### config.mk
export PLATFORM = sky130hd
export DESIGN_NAME = fadd_norm_round
export DESIGN_NICKNAME = d
export VERILOG_FILES = /design/src/rtl/fadd_norm_round.sv
export SDC_FILE = /design/constraint.sdc
export NUM_CORES = 1
export LEC_CHECK = 0
export CORE_UTILIZATION = 51
export CTS_CLUSTER_SIZE = 24
export DETAILED_ROUTE_END_ITERATION = 10
export PLACE_DENSITY = 0.75
export SLEW_MARGIN = 0
export SYNTH_ARGS = -nofsm -noshare
export SYNTH_HDL_FRONTEND = slang
export SYNTH_SLANG_ARGS = --single-unit
### constraint.sdc
create_clock -name clk -period 4.3 [get_ports clk]
set_clock_uncertainty 0.15 [all_clocks]
set_input_delay 0.43 -clock clk [delete_from_list [all_inputs] [get_ports clk]]
set_output_delay 0.43 -clock clk [all_outputs]
set_load 0.1 [all_outputs]
### src/rtl/fadd_norm_round.sv
// fadd_norm_round: two-stage normalize / round-and-pack back end of a single-precision adder.
// S1 normalizes the raw sum and S2 rounds it and packs an IEEE-754 single.
// Optional feature macro: FNR_RMODE_EN. When defined, rm selects the rounding mode.
// When undefined, rm is ignored and round-to-nearest-even is always used.
module fadd_norm_round (
  input  logic        clk,
  input  logic        rst,
  input  logic        in_valid,
  output logic        in_ready,
  input  logic        in_sign,
  input  logic [7:0]  in_exp,
  input  logic [27:0] in_frac,
  input  logic        in_inf,
  input  logic        in_nan,
  input  logic [1:0]  rm,
  output logic        out_valid,
  input  logic        out_ready,
  output logic [31:0] out_result,
  output logic        out_ovf,
  output logic        out_inexact
);

  localparam int unsigned EXP_W = 8;
  localparam int unsigned EXW   = EXP_W + 1;
  localparam int unsigned SIG_W = 27;
  localparam int unsigned LZ_W  = 5;

  localparam logic [1:0] RM_RN = 2'b00;
  localparam logic [1:0] RM_RZ = 2'b01;
  localparam logic [1:0] RM_RP = 2'b10;
  localparam logic [1:0] RM_RM = 2'b11;

  // Leading-zero count of a 27-bit value (27 when the value is zero).
  function automatic logic [LZ_W-1:0] lzc27(input logic [SIG_W-1:0] v);
    lzc27 = LZ_W'(SIG_W);
    for (int i = 0; i < int'(SIG_W); i++) begin
      if (v[i]) lzc27 = LZ_W'(int'(SIG_W) - 1 - i);
    end
  endfunction

  logic             s1_valid;
  logic             s1_sign;
  logic [EXW-1:0]   s1_exp;
  logic [SIG_W-1:0] s1_frac;
  logic             s1_inf;
  logic             s1_nan;
  logic [1:0]       mode;

  logic             s2_valid;
  logic             s2_adv;
  logic             s1_adv;

  assign s2_adv    = ~s2_valid | out_ready;
  assign s1_adv    = ~s1_valid | s2_adv;
  assign in_ready  = s1_adv;
  assign out_valid = s2_valid;

`ifdef FNR_RMODE_EN
  logic [1:0] s1_rm;
  assign mode = s1_rm;

  // Rounding mode travels with its item through S1.
  always_ff @(posedge clk) begin
    if (s1_adv && in_valid) s1_rm <= rm;
  end
`else
  logic unused_rm;
  assign unused_rm = ^rm;
  assign mode      = RM_RN;
`endif

  logic [EXW-1:0]   n1_exp;
  logic [SIG_W-1:0] n1_frac;
  logic [LZ_W-1:0]  lz;
  logic [LZ_W-1:0]  sh;

  // S1 normalization: carry right-shift, zero, normal left-shift or denormal clamp.
  always_comb begin
    n1_exp  = '0;
    n1_frac = '0;
    sh      = '0;
    lz      = lzc27(in_frac[SIG_W-1:0]);
    if (in_frac[27]) begin
      n1_frac = {in_frac[27:2], in_frac[1] | in_frac[0]};
      n1_exp  = EXW'(in_exp) + EXW'(1);
    end else if (in_frac[SIG_W-1:0] == '0) begin
      n1_frac = '0;
      n1_exp  = '0;
    end else if (in_exp > EXP_W'(lz)) begin
      n1_frac = in_frac[SIG_W-1:0] << lz;
      n1_exp  = EXW'(in_exp) - EXW'(lz);
    end else begin
      sh      = (in_exp == '0) ? '0 : LZ_W'(in_exp - EXP_W'(1));
      n1_frac = in_frac[SIG_W-1:0] << sh;
      n1_exp  = '0;
    end
  end

  // S1 stage register; holds while stalled.
  always_ff @(posedge clk) begin
    if (rst) begin
      s1_valid <= 1'b0;
    end else if (s1_adv) begin
      s1_valid <= in_valid;
      if (in_valid) begin
        s1_sign <= in_sign;
        s1_exp  <= n1_exp;
        s1_frac <= n1_frac;
        s1_inf  <= in_inf;
        s1_nan  <= in_nan;
      end
    end
  end

  logic           lsb;
  logic           g;
  logic           rs;
  logic           inc;
  logic [24:0]    sum;
  logic [EXW-1:0] e2;
  logic [22:0]    mant;
  logic           ovf;
  logic [31:0]    n2_result;
  logic           n2_ovf;
  logic           n2_inexact;

  // S2 rounding, overflow handling and packing.
  always_comb begin
    lsb = s1_frac[3];
    g   = s1_frac[2];
    rs  = s1_frac[1] | s1_frac[0];
    case (mode)
      RM_RN:   inc = g & (rs | lsb);
      RM_RZ:   inc = 1'b0;
      RM_RP:   inc = ~s1_sign & (g | rs);
      RM_RM:   inc = s1_sign & (g | rs);
      default: inc = 1'b0;
    endcase
    sum  = {1'b0, s1_frac[SIG_W-1:3]} + 25'(inc);
    e2   = s1_exp;
    mant = sum[22:0];
    if (sum[24]) begin
      e2   = s1_exp + EXW'(1);
      mant = sum[23:1];
    end else if (s1_exp == '0 && sum[23]) begin
      e2 = EXW'(1);
    end
    ovf        = (s1_exp >= EXW'(255)) | (e2 >= EXW'(255));
    n2_ovf     = ovf;
    n2_inexact = g | rs | ovf;
    n2_result  = {s1_sign, e2[EXP_W-1:0], mant};
    if (ovf) begin
      case (mode)
        RM_RZ:   n2_result = {s1_sign, 31'h7F7F_FFFF};
        RM_RP:   n2_result = s1_sign ? {1'b1, 31'h7F7F_FFFF} : {1'b0, 31'h7F80_0000};
        RM_RM:   n2_result = s1_sign ? {1'b1, 31'h7F80_0000} : {1'b0, 31'h7F7F_FFFF};
        default: n2_result = {s1_sign, 31'h7F80_0000};
      endcase
    end
    if (s1_nan) begin
      n2_result  = 32'h7FC0_0000;
      n2_ovf     = 1'b0;
      n2_inexact = 1'b0;
    end else if (s1_inf) begin
      n2_result  = {s1_sign, 31'h7F80_0000};
      n2_ovf     = 1'b0;
      n2_inexact = 1'b0;
    end
  end

  // S2 stage register doubles as the output register; holds while stalled.
  always_ff @(posedge clk) begin
    if (rst) begin
      s2_valid    <= 1'b0;
      out_result  <= '0;
      out_ovf     <= 1'b0;
      out_inexact <= 1'b0;
    end else if (s2_adv) begin
      s2_valid <= s1_valid;
      if (s1_valid) begin
        out_result  <= n2_result;
        out_ovf     <= n2_ovf;
        out_inexact <= n2_inexact;
      end
    end
  end

endmodule
## Word level (Yosys, flattened, before mapping)

Index checks and enable logic that the tools add are counted.

- Add/sub/neg operators: 5
- Bitwise operators: 12
- Reduce and logical (&&, ||, !) cells: 6
- Mux-type cells: 44
- Shift-type cells: 2
- Magnitude comparators: 3

Operator list:

| cell | number |
|---|---|
| 2-to-1 mux 5 bit | 24 |
| 2-to-1 mux 31 bit | 2 |
| 2-to-1 mux 27 bit | 2 |
| << shifter 27 x 5 -> 27 bit | 2 |
| 2-to-1 mux 9 bit | 5 |
| 2-to-1 mux 32 bit | 1 |
| logical NOT 27 bit | 1 |
| 2-to-1 mux 26 bit | 1 |
| adder 24 x 1 -> 25 bit | 1 |
| 2-to-1 mux 23 bit | 1 |
| greater-or-equal comparator 9 x 8 -> 1 bit, second input constant | 2 |
| adder 8 x 1 -> 9 bit, second input constant | 1 |
| adder 9 x 1 -> 9 bit, second input constant | 1 |
| logical NOT 9 bit | 1 |
| subtractor 8 x 5 -> 9 bit | 1 |
| greater-than comparator 8 x 5 -> 1 bit | 1 |
| logical NOT 8 bit | 1 |
| OR 1 bit | 8 |
| 2-to-1 mux 1 bit | 5 |
| subtractor 5 x 1 -> 5 bit, second input constant | 1 |
| 2-to-1 mux 2 bit | 2 |
| 2-to-1 mux 4 bit | 1 |
| inverter 1 bit | 3 |
| AND reduction 3 bit | 1 |
| 3 further kinds | 3 |

- Bits of input ports: 45
- Flip-flop bits (word level): 75
- Logic and storage cells: 83

## Longest topological paths before layout

- Word-level depth: 31
- Gate-level depth with buffers: 18

## Worst setup path after synthesis

Ideal clock, no wire load.

- Path kind: input to register
- From: input port in_frac[21]
- To: register s1_frac[25] (data pin)
- Data required time: 3.878 ns
- Stages: 18
- Arrival: 4.052 ns
- Buffers on the path: 3
- Setup slack: -0.174 ns
- Path through: clkbuf_1 > nor4_1 > nand2_1 > a31oi_1 > nor2_1 > ha_1 > nor2b_1 > o31ai_2 > a21oi_2 > or4_4 > and2_1 > clkbuf_2 > buf_6 > mux2i_1 > a22oi_1 > mux2i_1 > nor2_1 > or4_1

- Cells in the longest elaborated chain, start to end: 10
- Elaborated cells on any way between the ends: 13

Ends and longest elaborated chain:

| element | line | text |
|---|---|---|
| from (decl) | 12 | `input logic [27:0] in_frac,` |
| 2-to-1 mux 5 bit (6 in series) | 37 | `if (v[i]) lzc27 = LZ_W'(int'(SIG_W) - 1 - i);` |
| greater-than comparator 8 x 5 -> 1 bit / << shifter 27 x 5 -> 27 bit (equally long branches) | 89, 90 |  |
| 2-to-1 mux 27 bit | 89 | `end else if (in_exp > EXP_W'(lz)) begin` |
| 2-to-1 mux 27 bit * | 86 | `end else if (in_frac[SIG_W-1:0] == '0) begin` |
| 2-to-1 mux 26 bit * | 83 | `if (in_frac[27]) begin` |
| net n1_frac[25] | 73 | `logic [SIG_W-1:0] n1_frac;` |
| to (signal assigned) | 108 | `s1_frac <= n1_frac;` |
| to (decl) | 44 | `logic [SIG_W-1:0] s1_frac;` |

The timed path passes the listed nets; every way through them passes the cells marked *.
A chain may end at the register's enable or synchronous reset.

## Worst setup path in the final report

- From: input port in_frac[26]
- To: register s1_frac[23] (data pin)

- Cells in the longest elaborated chain, start to end: 5
- Elaborated cells on any way between the ends: 8

Ends and longest elaborated chain:

| element | line |
|---|---|
| 2-to-1 mux 5 bit | 37 |
| greater-than comparator 8 x 5 -> 1 bit / << shifter 27 x 5 -> 27 bit (equally long branches) | 89, 90 |
| 2-to-1 mux 27 bit | 89 |
| 2-to-1 mux 27 bit * | 86 |
| 2-to-1 mux 26 bit * | 83 |
| net n1_frac[23] | 73 |

Marks and branches as above.

==> results.md <==
* Post-synthesis sequential area ratio at 32.61%
* Dpl hpwl at 14.99 mm
* Slew margin rel. at 33.52%
* GPL Wtd Cong at 0.9285
* Htree depth at 3
* Largest family of logic cells by synthesized area: simple AND/OR/NAND/NOR gates
* Placeable Area at 10980 sq um
* Met2 Usage GRT at 59.90%
* Final worst slack at -97.34 ps
* Synth Area in Simple Gates at 22.91%
* Mux cell area share after synthesis at 14.21%
* Clock buffer depth at 2
* Wire per inst at 20.22 um
* Grt met1 use at 42.44%
* Syn Area/Cell at 8.493 sq um
* Post-DP Area at 7637 sq um
* First-pass GRT wire length at 31.31 mm
* Hold Crit Start: out_result[4]
* Pin count of the biggest net entering global routing at 40
* Total CTS buffers at 9
* Final wirelength at 20.89 mm
* Layout cells sized above 1 at 31.13%
* Drt initial violations at 592
* Top Ports at 81
* Synth Instances at 683
* Yosys warning total at 0
* GRT overflow at 0
* Num rows at 38
* Die ar. at 11800 sq um
* Critical path launch point: in_frac[26]
* Overall Global Routing Usage at 34.62%
* Max_cap viols at 0
* Fin. Hold Viols at 0
* Worst setup EP type: flop
* Worst-Skew Late Latency at 330 ps
* Met3 Use GR at 3.168%
* Vias at 6342
* Fill count at 712
* Reg clk slew, reported paths at 50 ps
* Yosys reg bits at 75
* Worst EP required at 4220 ps
* CTS sink cnt at 75
* Initial Util at 52.81%
* R2r startpoint: s1_frac[2]
* RSZ-0062 raised after global routing: yes
* Die width at 108.6 um
* Xor/xnor cell area share of the yosys netlist at 4.681%
* Tcrit/Tclk final at 102.3%
* Vias in the first global route at 6163
* Die height at 108.6 um
* Net count of the mapped netlist at 741
* Area grow syn2layout at 48.60%
* CP Max Fanout at 7
* Post-synth EDFFs at 39
* ANT cells at 0
* Finished Cell Area at 8620 sq um
* Worst Hold Class: reg2reg
* Path type of the worst setup path: in2reg
* Root Driver: clkbuf_16
* Port Buffers at 78
* DR pass1 iterations at 5
* Fmax at 0.2274 GHz
* Routed Antenna Nets at 0
* CTS tree: done
* Gr busiest metal: met2
* Peak supply drop at 0.3494 mV
* Cell Pwr Density at 275.9 nW/um^2
* DRC viols at 0
* CP Launch Type: primary input
* Minimum clock period at 4397 ps
* Max Slew Vio Count at 0
* Total design power at 2.378 mW
* Crit path DAT at 4320 ps
* Ys flop type: edfxtp_1
* Multi-input gate area at 4189 sq um
* Vias per std cell at 6.139
* Ys async rst share at 0%
* Final Setup Violations at 10
* Synth cell types at 78
* Status: complete, but fails checks
* NumNets Final at 946
* Leak at 3.456 nW
* Initial antenna violation count at 0
* Register area at 1892 sq um
* Synth Area in Adders at 2.934%
* Slew of the pin with the lowest slew margin at 994.1 ps
* Failing checks: setup timing
* Synthesized area at 5801 sq um
* Complex-gate fraction of the synthesized area at 18.44%
registers in the layout, indices dropped and copies added, names as in the netlist:
name / flops
out_inexact: 1
out_ovf: 1
out_result: 32
out_valid: 1
s1_exp: 9
s1_frac: 27
s1_inf: 1
s1_nan: 1
s1_sign: 1
s1_valid: 1
final timing paths:
check	endpoint	slack (ps)	cells past startpoint
setup / recovery	s1_frac[23]	-100	18
hold reg to reg	out_result[4]	300	2
hold / removal	out_result[4]	300	2
setup reg to reg	out_result[22]	790	11
cells in the final DEF (no fill, tap or decap), types with 13 or more instances in the layout:
cell / instances
a21oi_1: 20
buf_4: 140
buf_6: 13
clkdlybuf4s50_1: 51
dfxtp_1: 36
edfxtp_1: 39
inv_1: 16
mux2i_1: 52
nand2_1: 87
nand3_1: 17
nor2_1: 65
nor3_1: 16
o21ai_0: 38
xnor2_1: 21
critical path: stages:
cell             delay [ps]
clkdlybuf4s15_1         250
buf_4                   220
nor3_1                  250
a21o_1                  240
nor2_2                   80
ha_1                    330
nor2b_4                 160
o31ai_4                 240
a21oi_2                 100
or4_4                   580
and2_4                  210
buf_12                  160
mux2i_1                 230
buf_4                   160
mux2i_1                  60
mux2i_1                 210
o22ai_1                 110
a211o_1                 290
final cells by class:
type                    instances  area share, %
flip-flops and latches         75          21.95
clock buffers                  16          3.614
repair buffers                232          23.02
well taps                     140          2.032
multi-input cells             552          48.60
inverters                      18         0.7839
cell usage after synthesis (all sizes together), types with 3 or more instances:
library cell,n,area share [%]
a211oi,8,1.1
a21o,3,0.39
a21oi,27,2.4
a221o,3,0.52
a221oi,3,0.45
a22o,5,0.75
a2bb2oi,4,0.60
a31oi,8,0.86
and2,3,0.32
and3,9,1.1
and4,4,0.65
buf,10,1.2
clkbuf,28,1.9
dfxtp,36,12
edfxtp,39,20
ha,12,2.6
inv,17,1.1
mux2,7,1.4
mux2i,71,12
nand2,92,6.0
nand2b,8,0.86
nand3,18,1.6
nand4,9,1.1
nor2,71,4.6
nor2b,7,0.75
nor3,17,1.6
nor3b,3,0.39
nor4,11,1.2
o211ai,4,0.52
o21a,3,0.39
o21ai,40,3.5
o221ai,10,1.5
o22ai,8,0.86
o31ai,7,0.99
or3,7,0.84
or4,8,1.1
xnor2,21,3.2
xor2,10,1.5
cell families (layout without fill, tap and decap cells):
group,count (synthesis),in the layout
muxes,79,79
and+or+nand+nor,274,274
DFF,75,75
xor gates and xnor gates,31,31
adders and majority gates,13,13
AOI/OAI and AO/OA,155,155
buffers and inverters,56,266
metrics by stage:
| step | setup TNS (ps) | cells | hold slack, ps | util (%) | setup slack [ps] |
|---|---|---|---|---|---|
| after detailed placement | -17970 | 996 | 283.4 | 69.54 | -856.7 |
| after floorplan | -37.67 | 683 | 346.0 | - | -37.67 |
| after global placement | -19210 | 996 | 276.2 | 69.54 | -903.6 |
| after CTS | 0 | 1028 | 299.6 | 75.10 | 7.629 |
| after global routing | -1252 | 1033 | 319.3 | 78.48 | -142.1 |
| final | -391.3 | 1033 | 296.5 | 78.48 | -97.34 |
report_power, final:
| group | internal [mW] | leakage (nW) | switching (mW) |
|---|---|---|---|
| sequential | 0.798 | 0.664 | 0.0297 |
| combinational | 0.359 | 2.64 | 0.445 |
| clock | 0.485 | 0.155 | 0.261 |
what timing repair did:
item / in CTS / in global routing
gates cloned: 1 / 0
pin swaps: 30 / 32
setup endpoints to repair: 26 / 22
setup buffers: 15 / 7
hold buffers: 0 / 0
gates resized for setup: 70 / 87
layer usage:
| layer | up-vias | part of all wire (%) |
|---|---|---|
| li1 | 2957 | - |
| met1 | 3034 | 41 |
| met2 | 287 | 50 |
| met3 | 64 | 4.9 |
| met4 | 0 | 4.5 |
| met5 | - | 0 |
Power figures use the tool's default switching activity.
